**config.mk**
```make
export PLATFORM = sky130hd
export DESIGN_NAME = rd_bd_split
export DESIGN_NICKNAME = d
export VERILOG_FILES = /design/src/rtl/rd_bd_split.sv
export SDC_FILE = /design/constraint.sdc
export NUM_CORES = 1
export LEC_CHECK = 0
export CORE_UTILIZATION = 41
export CTS_CLUSTER_SIZE = 14
export DETAILED_ROUTE_END_ITERATION = 8
export PLACE_DENSITY = 0.71
export SYNTH_ARGS = -nofsm -noshare
export SYNTH_HDL_FRONTEND = slang
export SYNTH_SLANG_ARGS = --single-unit
```
**constraint.sdc**
```tcl
create_clock -name aclk -period 7.6 [get_ports aclk]
set_input_delay 1.52 -clock aclk [delete_from_list [all_inputs] [get_ports aclk]]
set_output_delay 1.52 -clock aclk [all_outputs]
set_load 0.005 [all_outputs]
```
**src/rtl/rd_bd_split.sv**
```systemverilog
// Splits one read buffer descriptor into AXI read commands that never cross a 2^SEG_LOG2-byte boundary.
// Optional statistic counters are built only when RD_BD_SPLIT_STAT_EN is defined.
module rd_bd_split #(
    parameter int unsigned SEG_LOG2 = 12,
    parameter int unsigned CNT_W    = 32
) (
    input  logic             aclk,
    input  logic             areset,
    input  logic             bd_vld,
    output logic             bd_rdy,
    input  logic [33:0]      bd_addr,
    input  logic [15:0]      bd_len,
    input  logic [1:0]       bd_id,
    input  logic             rcmd_ff_full,
    output logic             rcmd_ff_wen,
    output logic [71:0]      rcmd_ff_wdata,
    output logic             bd_err,
    output logic [CNT_W-1:0] reg_bd_cnt,
    output logic [CNT_W-1:0] reg_cmd_cnt,
    output logic [CNT_W-1:0] reg_err_cnt
);

    typedef enum logic {
        IDLE,
        SPLIT
    } state_t;

    state_t state_q, state_d;

    logic [33:0]         addr_q, addr_d;
    logic [16:0]         rem_q, rem_d;
    logic [1:0]          id_q, id_d;
    logic                wen_d;
    logic [71:0]         wdata_d;
    logic                err_d;
    logic [SEG_LOG2:0]   room;
    logic [13:0]         seg;
    logic                last_seg;
    logic                desc_bad;

    assign bd_rdy   = (state_q == IDLE);
    assign desc_bad = (bd_len == 16'd0) || (bd_addr[5:0] != 6'd0);

    // Bytes left before the next boundary; the final segment is whatever remains when it fits.
    assign room     = {1'b1, {SEG_LOG2{1'b0}}} - {1'b0, addr_q[SEG_LOG2-1:0]};
    assign last_seg = (rem_q <= 17'(room));
    assign seg      = last_seg ? 14'(rem_q) : 14'(room);

    always_ff @(posedge aclk or posedge areset) begin
        if (areset) begin
            state_q <= IDLE;
        end else begin
            state_q <= state_d;
        end
    end

    always_comb begin
        state_d = state_q;
        case (state_q)
            IDLE:    if (bd_vld && !desc_bad) state_d = SPLIT;
            SPLIT:   if (!rcmd_ff_full && last_seg) state_d = IDLE;
            default: state_d = IDLE;
        endcase
    end

    always_comb begin
        addr_d  = addr_q;
        rem_d   = rem_q;
        id_d    = id_q;
        wen_d   = 1'b0;
        wdata_d = '0;
        err_d   = 1'b0;
        case (state_q)
            IDLE: begin
                if (bd_vld) begin
                    if (desc_bad) begin
                        err_d = 1'b1;
                    end else begin
                        addr_d = bd_addr;
                        rem_d  = {1'b0, bd_len};
                        id_d   = bd_id;
                    end
                end
            end
            SPLIT: begin
                if (!rcmd_ff_full) begin
                    wen_d          = 1'b1;
                    wdata_d[33:0]  = addr_q;
                    wdata_d[35:34] = id_q;
                    wdata_d[49:36] = seg;
                    wdata_d[69]    = last_seg;
                    addr_d         = addr_q + 34'(seg);
                    rem_d          = rem_q - 17'(seg);
                end
            end
            default: ;
        endcase
    end

    always_ff @(posedge aclk or posedge areset) begin
        if (areset) begin
            addr_q        <= '0;
            rem_q         <= '0;
            id_q          <= '0;
            rcmd_ff_wen   <= 1'b0;
            rcmd_ff_wdata <= '0;
            bd_err        <= 1'b0;
        end else begin
            addr_q        <= addr_d;
            rem_q         <= rem_d;
            id_q          <= id_d;
            rcmd_ff_wen   <= wen_d;
            rcmd_ff_wdata <= wdata_d;
            bd_err        <= err_d;
        end
    end

`ifdef RD_BD_SPLIT_STAT_EN
    logic [CNT_W-1:0] bd_cnt_q, cmd_cnt_q, err_cnt_q;

    always_ff @(posedge aclk or posedge areset) begin
        if (areset) begin
            bd_cnt_q  <= '0;
            cmd_cnt_q <= '0;
            err_cnt_q <= '0;
        end else begin
            if (wen_d) cmd_cnt_q <= cmd_cnt_q + CNT_W'(1);
            if (wen_d && last_seg) bd_cnt_q <= bd_cnt_q + CNT_W'(1);
            if (err_d && (err_cnt_q != '1)) err_cnt_q <= err_cnt_q + CNT_W'(1);
        end
    end

    assign reg_bd_cnt  = bd_cnt_q;
    assign reg_cmd_cnt = cmd_cnt_q;
    assign reg_err_cnt = err_cnt_q;
`else
    assign reg_bd_cnt  = '0;
    assign reg_cmd_cnt = '0;
    assign reg_err_cnt = '0;
`endif

endmodule

```
==> results of run 1 <==
[cells in the final DEF (no fill, tap or decap), types with 13 or more instances in the layout]
cell	n
sky130_fd_sc_hd__o21ai_0	42
sky130_fd_sc_hd__dfrtp_1	106
sky130_fd_sc_hd__nor2_1	81
sky130_fd_sc_hd__ha_1	41
sky130_fd_sc_hd__a21oi_1	43
sky130_fd_sc_hd__nor3_1	14
sky130_fd_sc_hd__conb_1	119
sky130_fd_sc_hd__clkdlybuf4s50_1	109
sky130_fd_sc_hd__o22ai_1	16
sky130_fd_sc_hd__a21o_1	13
sky130_fd_sc_hd__and3_1	36
sky130_fd_sc_hd__mux2i_1	14
sky130_fd_sc_hd__nand3_1	22
sky130_fd_sc_hd__inv_1	45
sky130_fd_sc_hd__nand2_1	64
sky130_fd_sc_hd__xnor2_1	14
[cell families after synthesis]
kind of cell | share of synthesized area
AND/OR/NAND/NOR | 0.173
buffers and inverters | 0.160
AO/OA/AOI/OAI | 0.168
flip-flops | 0.360
adder cells (fa/ha/maj) | 0.0743
XOR/XNOR | 0.0283
multiplexers | 0.0367
other | 0.000504
[per-stage QoR]
step	hold slack [ns]	instances	area, sq um	utilization	power [mW]
floorplan	0.439	970	7880	-	2.62
global placement	0.453	1163	8320	0.474	3.10
detailed placement	0.455	1163	8320	0.474	3.14
CTS	0.475	1179	8600	0.491	3.62
global route	0.524	1179	8600	0.491	3.95
finish	0.474	1179	8600	0.491	3.64
[sequential cells by signal (all words and copies together) (netlist names)]
register and count:
rcmd_ff_wdata 51, addr_q 34, rem_q 17, id_q 2
bd_err 1, rcmd_ff_wen 1, state_q 1
[layout make-up]
type                            instances  area [sq um]
Fill cell                            1761          8930
Tap cell                              225           282
Sequential cell                       107          2680
Clock inverter                          7          58.8
Multi-Input combinational cell        666          4020
Clock buffer                            9           225
Timing Repair Buffer                  118          1160
Inverter                               47           179
[final timing paths]
check,slack [ns],end,from
setup reg to reg,1.46,addr_q[30],addr_q[2]
hold / removal,0.47,id_q[0],id_q[0]
min in group asynchronous,1.55,rcmd_ff_wdata[14],areset
max in group asynchronous,4.73,state_q,areset
setup / recovery,1.46,addr_q[30],addr_q[2]
hold reg to reg,0.47,id_q[0],id_q[0]
[per-layer routing]
layer	GRT usage	share of wire	vias to the layer above
met3	0.0381	0.077	26
met4	0.0704	0.018	0
met5	0	0	-
li1	-	-	2952
met1	0.273	0.44	2923
met2	0.337	0.46	295
[worst min-delay path: stages, from the launching register on]
cell and delay (ns):
sky130_fd_sc_hd__dfrtp_1 0.34, sky130_fd_sc_hd__nand2_1 0.05, sky130_fd_sc_hd__nand2_1 0.05
[power breakdown]
group	internal, mW	switching (mW)	leakage [nW]
Combinational	0.962	1.29	2.58
Clock	0.229	0.231	0.144
Sequential	0.732	0.195	1.38
==> results.sh, run 1 <==
export IMPL_cts_hold_repair_buffers=0
export IMPL_number_of_synthesized_flops_with_an_enable_pin=0
export IMPL_synthesis_instances=852
export IMPL_antenna_cells=0
export IMPL_ctsRootBufferMaster="sky130_fd_sc_hd__clkbuf_16"
export IMPL_detailedRoute_firstPassIterationCount=5
export IMPL_timing_setup_critical_path_class="flip-flop to flip-flop"
export IMPL_report_final_slew_viol_count=0
export IMPL_hold_depth=2
export IMPL_crit_path_cell_trace="nor4_1 > nand2_1 > or2_2 > nor4_1 > xnor2_1 > inv_1 > ha_1 > a21o_1 > a21o_1 > a211o_1 > a211oi_2 > a21oi_2 > buf_4 > mux2i_1 > ha_1 > inv_1 > fa_1 > nor2b_1 > o31a_1 > o22ai_1 > a211oi_2 > nand2_1 > o21ai_0 > a31oi_1"
export IMPL_tritoncts="yes"
export IMPL_worst_min_delay_path_category="flip-flop to flip-flop"
export IMPL_max_slew_margin=0.402
export IMPL_hold_violations=0
export IMPL_drt_drc_violations_left=0
export IMPL_synth_common_cells="sky130_fd_sc_hd__buf_4 (117), sky130_fd_sc_hd__dfrtp_1 (107), sky130_fd_sc_hd__nor2_1 (81), sky130_fd_sc_hd__nand2_1 (64), sky130_fd_sc_hd__inv_1 (46)"
export IMPL_placeableCoreArea_sq_um=17500
export IMPL_cts_repair_resized=0
export IMPL_final_ws_setup_ns=1.46
export IMPL_fin_worst_skew_ns=0.0111
export IMPL_global_route_wire_length_before_repair_um=29400
export IMPL_sequential_area_share_after_synthesis=0.360
export IMPL_initial_core_util=0.424
export IMPL_period_share=0.808
export IMPL_detailedPlacementHpwl_um=13800
export IMPL_cp_top_family="compound AO/OA/AOI/OAI gates"
export IMPL_critPathArrivalTime_ns=6.34
export IMPL_critical_path_peak_fanout=15
export IMPL_nets=1048
export IMPL_rows=48
export IMPL_postSynth_topFlopCell="sky130_fd_sc_hd__dfrtp_1"
export IMPL_worst_skew_pair_late_latency_ns=0.37
export IMPL_die_width_um=137
export IMPL_detail_route_wl_per_cell_um=16.1
export IMPL_crit_path_end_kind="flip-flop"
export IMPL_path_clk_slew_ns=0.08
export IMPL_netlist_top_cell_by_area="sky130_fd_sc_hd__dfrtp_1"
export IMPL_post_synth_main_area_contributors="sky130_fd_sc_hd__dfrtp_1 (36%), sky130_fd_sc_hd__buf_4 (12%), sky130_fd_sc_hd__ha_1 (6.9%), sky130_fd_sc_hd__nor2_1 (4.1%), sky130_fd_sc_hd__nand2_1 (3.2%)"
export IMPL_cts_setup_buffers=0
export IMPL_cts_buffers=9
export IMPL_detail_route_antenna_nets=0
export IMPL_critical_path_slowest_cell="sky130_fd_sc_hd__a211oi_2"
export IMPL_synth_area_sq_um=7440
export IMPL_worst_path_largest_cell_delay_ns=0.60
export IMPL_port_buffers=109
export IMPL_power_leakage_nw=4.10
export IMPL_ios=227
export IMPL_fin_tns_setup_ns=0
export IMPL_place_congestion=0.846
export IMPL_die_h_um=137
export IMPL_ys_warnings_count=0
export IMPL_synth_top_area_frac=0.360
export IMPL_antenna_violations_before_repair=0
export IMPL_clock_tree_htree_level_count=3
export IMPL_die_area_sq_um=18700
export IMPL_async_flop_share=1.00
export IMPL_first_global_vias=5686
export IMPL_synthMostInstantiatedCell="sky130_fd_sc_hd__buf_4"
export IMPL_critical_path_required_ns=7.80
export IMPL_number_of_buffers_and_inverters_on_the_critical_path=3
export IMPL_via_density_per_instance=5.26
export IMPL_final_setup_viol_count=0
export IMPL_cts_sinks=107
export IMPL_ir_drop_mv=0.176
export IMPL_status="complete, no violations"
export IMPL_path_depth=24
export IMPL_rsz_0062_raised_after_global_routing="no"
export IMPL_worstSetupStartpointType="flip-flop"
export IMPL_drtIter0Drc=427
export IMPL_yosys_register_bits=107
export IMPL_power_density_nw_per_um2=423
export IMPL_final_layout_size_suffix_gt1_frac=0.0493
export IMPL_cts_path_max_buffers=2
export IMPL_syn_to_final_growth_pct=15.6
export IMPL_finalWorstPathRequiredPeriod_ns=6.14
export IMPL_synth_lib_cells_used_distinct=67
export IMPL_timing_fmax_mhz=163
export IMPL_max_cap_violations=0
export IMPL_globalRouteTotalUtil=0.206
export IMPL_r2r_cells=24
export IMPL_post_place_ws_ns=1.53
export IMPL_largest_net_degree_at_the_start_of_global_routing=75
export IMPL_count_of_vias_placed_by_the_detailed_router=6196
export IMPL_drt_wl_total_um=18900
export IMPL_worst_slew_pin_transition_ns=0.894
export IMPL_synth_area_per_cell_sq_um=8.73
export IMPL_residual_overflow_from_global_routing=0
No activity file was read; power rests on OpenSTA's default activity.
==> run 2, diff against run 1 <==
==> constraint.sdc (replaced) <==
create_clock -name aclk -period 6 [get_ports aclk]
set_input_delay 1.2 -clock aclk [delete_from_list [all_inputs] [get_ports aclk]]
set_output_delay 1.2 -clock aclk [all_outputs]
set_load 0.005 [all_outputs]
==> run 2 against run 1 <==
Utilization up 0.72 points. Final cell count up 0.34%. Power up 31%. Maximum frequency up 7.6%. Global-route usage up 0.52 points. Hold slack better by 0.0030 ns. Critical path type unchanged. Via count about the same.
==> results.sh, run 2 (synthesis results as in run 1) <==
export IMPL_ir_drop_mv=0.222
export IMPL_placeableCoreArea_sq_um=17500
export IMPL_antenna_cells=0
export IMPL_detail_route_antenna_nets=0
export IMPL_final_layout_size_suffix_gt1_frac=0.0626
export IMPL_area_of_the_multi_input_gates_sq_um=4070
export IMPL_ctsRootBufferMaster="sky130_fd_sc_hd__clkbuf_16"
export IMPL_power_leakage_nw=4.13
export IMPL_post_layout_nonfiller_instances=1183
export IMPL_antenna_violations_before_repair=0
export IMPL_worstSetupStartpointType="flip-flop"
export IMPL_drt_drc_violations_left=0
export IMPL_count_of_vias_placed_by_the_detailed_router=6192
export IMPL_fin_hold_ws_ns=0.477
export IMPL_timing_setup_critical_path_class="flip-flop to flip-flop"
export IMPL_first_global_vias=5675
export IMPL_mostFrequentLayoutCell="sky130_fd_sc_hd__conb_1"
export IMPL_syn_to_final_growth_pct=17.3
export IMPL_rows=48
export IMPL_period_share=0.951
export IMPL_intPower_mw=2.57
export IMPL_drt_wl_total_um=19100
export IMPL_die_width_um=137
export IMPL_globalRouteTotalUtil=0.211
export IMPL_cts_sinks=107
export IMPL_worst_min_delay_path_category="flip-flop to flip-flop"
export IMPL_power_combinational_fraction=0.611
export IMPL_worst_skew_pair_late_latency_ns=0.37
export IMPL_power_frac_seq=0.252
export IMPL_nets=1054
export IMPL_status="complete, no violations"
export IMPL_numPlacedInstances=1169
export IMPL_critical_path_required_ns=6.23
export IMPL_cts_path_max_buffers=2
export IMPL_clock_tree_htree_level_count=3
export IMPL_fin_worst_skew_ns=0.00886
export IMPL_reg_top3="rcmd_ff_wdata: 51 flops, addr_q: 34 flops, rem_q: 17 flops"
export IMPL_reg_with_most_ffs="rcmd_ff_wdata"
export IMPL_ios=227
export IMPL_max_slew_margin=0.346
export IMPL_path_clk_slew_ns=0.07
export IMPL_tritoncts="yes"
export IMPL_share_clk_of_total_power=0.137
export IMPL_largest_register_ff_count=51
export IMPL_initial_core_util=0.424
export IMPL_critical_path_peak_fanout=15
export IMPL_detailedRoute_firstPassIterationCount=5
export IMPL_worst_slew_pin_transition_ns=0.981
export IMPL_place_congestion=0.884
export IMPL_cts_setup_buffers=0
export IMPL_fin_tns_setup_ns=0
export IMPL_total_of_fill_cells_in_the_finished_design=1694
export IMPL_report_final_slew_viol_count=0
export IMPL_port_buffers=109
export IMPL_residual_overflow_from_global_routing=0
export IMPL_die_area_sq_um=18700
export IMPL_sequential_cell_area_sq_um=2680
export IMPL_via_density_per_instance=5.23
export IMPL_max_cap_violations=0
export IMPL_cts_buffers=9
export IMPL_final_setup_viol_count=0
export IMPL_critPathArrivalTime_ns=5.94
export IMPL_hold_violations=0
export IMPL_die_h_um=137
export IMPL_finalWorstPathRequiredPeriod_ns=5.71
export IMPL_reg2reg_setup_slack_ns=0.29
export IMPL_largest_net_degree_at_the_start_of_global_routing=66
export IMPL_detailedPlacementHpwl_um=13900
export IMPL_p_sw_frac=0.460
export IMPL_leading_cell_types_in_the_layout_fill_and_taps_excluded="sky130_fd_sc_hd__conb_1 (119), sky130_fd_sc_hd__clkdlybuf4s50_1 (109), sky130_fd_sc_hd__dfrtp_1 (106)"
export IMPL_power_density_nw_per_um2=546
export IMPL_crit_path_end_kind="flip-flop"
export IMPL_rsz_0062_raised_after_global_routing="no"
export IMPL_drtIter0Drc=448
export IMPL_timing_fmax_mhz=175
export IMPL_detail_route_wl_per_cell_um=16.2
export IMPL_global_route_wire_length_before_repair_um=30000
export IMPL_p_sw_mw=2.19
## run 2: changes by cell type in the layout (fill, tap and decap cells not counted), moves of 2 or more
cell,previous run,this run
sky130_fd_sc_hd__mux2i_1,14,12
sky130_fd_sc_hd__buf_4,9,15
sky130_fd_sc_hd__nor4_1,7,5
sky130_fd_sc_hd__mux2i_4,0,2
sky130_fd_sc_hd__clkinv_2,2,0
sky130_fd_sc_hd__nor4_2,1,3
sky130_fd_sc_hd__bufinv_16,0,2
## run 2: worst max-delay path, cell delays in order, from the launching register on
cell                       delay, ns
sky130_fd_sc_hd__dfrtp_1        0.46
sky130_fd_sc_hd__nor4_2         0.33
sky130_fd_sc_hd__nand2_1        0.12
sky130_fd_sc_hd__or2_2          0.33
sky130_fd_sc_hd__nor4_2         0.20
sky130_fd_sc_hd__xnor2_1        0.20
sky130_fd_sc_hd__inv_1          0.07
sky130_fd_sc_hd__ha_1           0.29
sky130_fd_sc_hd__a21o_1         0.15
sky130_fd_sc_hd__a21o_1         0.17
sky130_fd_sc_hd__a211o_1        0.31
sky130_fd_sc_hd__a211oi_2       0.23
sky130_fd_sc_hd__a21oi_2        0.08
sky130_fd_sc_hd__buf_4          0.24
sky130_fd_sc_hd__mux2i_2        0.31
sky130_fd_sc_hd__inv_1          0.08
sky130_fd_sc_hd__ha_1           0.35
sky130_fd_sc_hd__a21o_1         0.20
sky130_fd_sc_hd__a221o_1        0.31
sky130_fd_sc_hd__a211o_1        0.29
sky130_fd_sc_hd__a22o_1         0.30
sky130_fd_sc_hd__and2_1         0.25
sky130_fd_sc_hd__a211oi_1       0.23
sky130_fd_sc_hd__a311oi_1       0.08
## run 2: metal layers
metal / part of all wire / track usage
met5: 0 / 0
met4: 0.019 / 0.0784
met3: 0.071 / 0.0415
met2: 0.47 / 0.342
met1: 0.44 / 0.278
## run 2: worst paths after layout
check	from	end	depth (start not counted)
worst max-delay path	addr_q[2]	addr_q[21]	23
min in group asynchronous	areset	rcmd_ff_wdata[14]	2
worst min register to register	id_q[1]	id_q[1]	2
worst min-delay path	id_q[1]	id_q[1]	2
worst max register to register	addr_q[2]	addr_q[21]	23
max in group asynchronous	areset	rcmd_ff_wdata[12]	3
## run 2: power by group through the flow
stage | Clock, mW | Combinational [mW] | Sequential [mW]
after global placement | 0 | 2.78 | 1.19
final | 0.653 | 2.91 | 1.20
after detailed placement | 0 | 2.83 | 1.20
after global routing | 0.691 | 3.27 | 1.24
after CTS | 0.664 | 2.85 | 1.19
after floorplan | 0 | 2.22 | 1.11
## run 2: repair_timing
action,4_1_cts,5_1_grt
resized for setup,0,11
hold buffers,0,0
setup endpoints to repair,0,22
## run 2: final cells by class
class,count,share of cell area
clock buffer,9,0.0258
timing repair buffer,124,0.138
tap,225,0.0322
clock inverter,5,0.0100
sequential,107,0.307
multi-input combinational,666,0.467
inverter,47,0.0205
## run 2: through the flow
stage / total power, mW / instance area, sq um / util / worst slack (ns)
6_report: 4.77 / 8730 / 0.498 / 0.295
3_3_place_gp: 3.97 / 8360 / 0.477 / 0.373
3_5_place_dp: 4.03 / 8360 / 0.477 / 0.206
4_1_cts: 4.70 / 8680 / 0.495 / 0.167
2_1_floorplan: 3.32 / 7880 / - / 0.721
5_1_grt: 5.20 / 8730 / 0.498 / 0.00164
==> run 3, diff against run 2 <==
--- a/config.mk
+++ b/config.mk
@@ -9,6 +9,8 @@
 export CTS_CLUSTER_SIZE = 14
 export DETAILED_ROUTE_END_ITERATION = 8
 export PLACE_DENSITY = 0.71
+export SLEW_MARGIN = 30
 export SYNTH_ARGS = -nofsm -noshare
 export SYNTH_HDL_FRONTEND = slang
 export SYNTH_SLANG_ARGS = --single-unit
+export TNS_END_PERCENT = 1
==> run 3 against run 2 <==
Final area about the same. Combinational power barely moved. Sequential power barely moved. Die area did not move. Sequential cell count is the same. First-iteration DRC count rose by 16%. Count of clock-buffer cells in the layout did not move. Sequential share of layout area hardly changed. Maximum frequency about the same. Critical path depth unchanged. Critical endpoint unchanged.
==> results.sh, run 3 (synthesis results as in run 1) <==
export IMPL_reg_top3="rcmd_ff_wdata: 51 flops, addr_q: 34 flops, rem_q: 17 flops"
export IMPL_drt_wl_total_um=19200
export IMPL_cp_top_family="compound AO/OA/AOI/OAI gates"
export IMPL_final_setup_viol_count=0
export IMPL_leading_cell_types_in_the_layout_fill_and_taps_excluded="sky130_fd_sc_hd__conb_1 (119), sky130_fd_sc_hd__clkdlybuf4s50_1 (109), sky130_fd_sc_hd__dfrtp_1 (106)"
export IMPL_ir_drop_mv=0.222
export IMPL_post_place_ws_ns=0.206
export IMPL_nets=1054
export IMPL_timing_setup_critical_path_class="flip-flop to flip-flop"
export IMPL_port_buffers=109
export IMPL_cts_sinks=107
export IMPL_cts_path_max_buffers=2
export IMPL_power_density_nw_per_um2=546
export IMPL_hold_violations=0
export IMPL_tritoncts="yes"
export IMPL_die_area_sq_um=18700
export IMPL_global_route_wire_length_before_repair_um=30000
export IMPL_cts_setup_buffers=0
export IMPL_first_global_vias=5675
export IMPL_die_width_um=137
export IMPL_via_density_per_instance=5.27
export IMPL_largest_register_ff_count=51
export IMPL_path_clk_slew_ns=0.07
export IMPL_final_ws_setup_ns=0.295
export IMPL_clock_tree_htree_level_count=3
export IMPL_rsz_0062_raised_after_global_routing="no"
export IMPL_antenna_cells=0
export IMPL_fin_tns_setup_ns=0
export IMPL_die_h_um=137
export IMPL_cts_buffers=9
export IMPL_detailedPlacementHpwl_um=13900
export IMPL_detail_route_wl_per_cell_um=16.2
export IMPL_cts_repair_resized=0
export IMPL_cts_hold_repair_buffers=0
export IMPL_detailedRoute_firstPassIterationCount=7
export IMPL_largest_net_degree_at_the_start_of_global_routing=66
export IMPL_critPathArrivalTime_ns=5.94
export IMPL_worst_path_largest_cell_delay_ns=0.46
export IMPL_worst_min_delay_path_category="flip-flop to flip-flop"
export IMPL_syn_to_final_growth_pct=17.4
export IMPL_place_congestion=0.884
export IMPL_finalWorstPathRequiredPeriod_ns=5.71
export IMPL_ctsRootBufferMaster="sky130_fd_sc_hd__clkbuf_16"
export IMPL_placeableCoreArea_sq_um=17500
export IMPL_crit_path_cell_trace="nor4_2 > nand2_1 > or2_2 > nor4_2 > xnor2_1 > inv_1 > ha_1 > a21o_1 > a21o_1 > a211o_1 > a211oi_2 > a21oi_2 > buf_4 > mux2i_2 > inv_1 > ha_1 > a211oi_1 > nor2_1 > a211o_1 > a22o_1 > and2_1 > a211oi_1 > a311oi_1"
export IMPL_fin_hold_ws_ns=0.474
export IMPL_period_share=0.951
export IMPL_antenna_violations_before_repair=0
export IMPL_max_slew_margin=0.418
export IMPL_reg_with_most_ffs="rcmd_ff_wdata"
export IMPL_report_final_slew_viol_count=0
export IMPL_max_cap_violations=0
export IMPL_rows=48
export IMPL_power_mw=4.77
export IMPL_number_of_buffers_and_inverters_on_the_critical_path=3
export IMPL_initial_core_util=0.424
export IMPL_critical_path_peak_fanout=15
export IMPL_critical_path_required_ns=6.23
export IMPL_final_layout_size_suffix_gt1_frac=0.0637
export IMPL_detail_route_antenna_nets=0
export IMPL_critical_path_slowest_cell="sky130_fd_sc_hd__dfrtp_1"
export IMPL_worst_slew_pin_transition_ns=0.868
export IMPL_worstSetupStartpointType="flip-flop"
export IMPL_fin_worst_skew_ns=0.00812
export IMPL_globalRouteTotalUtil=0.211
export IMPL_drtIter0Drc=521
export IMPL_timing_fmax_mhz=175
export IMPL_worst_skew_pair_late_latency_ns=0.37
export IMPL_residual_overflow_from_global_routing=0
export IMPL_total_of_fill_cells_in_the_finished_design=1693
export IMPL_count_of_vias_placed_by_the_detailed_router=6230
export IMPL_crit_path_end_kind="flip-flop"
export IMPL_status="complete, no violations"
export IMPL_power_leakage_nw=4.13
export IMPL_mostFrequentLayoutCell="sky130_fd_sc_hd__conb_1"
export IMPL_ios=227
export IMPL_drt_drc_violations_left=0
## run 3: final timing paths
kind	depth (start not counted)	endpoint	slack, ns	start
worst max-delay path	23	addr_q[21]	0.29	addr_q[2]
worst min-delay path	2	id_q[1]	0.47	id_q[1]
worst max register to register	23	addr_q[21]	0.29	addr_q[2]
worst min register to register	2	id_q[1]	0.47	id_q[1]
max in group asynchronous	3	rcmd_ff_wdata[28]	3.59	areset
min in group asynchronous	2	rcmd_ff_wdata[14]	1.36	areset
## run 3: final cells by class
type	count	area [sq um]	area share
Multi-Input combinational cell	666	4080	0.467
Clock inverter	5	87.6	0.0100
Timing Repair Buffer	124	1200	0.138
Clock buffer	9	225	0.0258
Tap cell	225	282	0.0322
Sequential cell	107	2680	0.307
Inverter	47	179	0.0205
## run 3: power breakdown
| group | leakage (nW) | total [mW] | switching, mW | internal (mW) |
|---|---|---|---|---|
| sequential | 1.38 | 1.20 | 0.276 | 0.927 |
| combinational | 2.60 | 2.92 | 1.64 | 1.28 |
| clock | 0.150 | 0.649 | 0.283 | 0.366 |
| total | 4.13 | 4.77 | 2.20 | 2.57 |
## run 3: stage by stage
stage                      util  cell area, sq um  instances
after floorplan               -              7880        970
after global placement    0.477              8360       1169
after global routing      0.498              8730       1183
after detailed placement  0.477              8360       1169
after CTS                 0.495              8680       1183
final                     0.498              8730       1183
## run 3: tightest hold or removal path, stage by stage, from the launching register on
cell,delay (ns)
sky130_fd_sc_hd__dfrtp_1,0.34
sky130_fd_sc_hd__nand2_1,0.05
sky130_fd_sc_hd__nand2_1,0.05
## run 3: per-layer routing
metal	vias up	routed length, um	global-route usage
met4	0	363	0.0784
li1	2961	-	-
met2	290	8960	0.342
met3	24	1490	0.0415
met5	-	0	0
met1	2955	8360	0.278
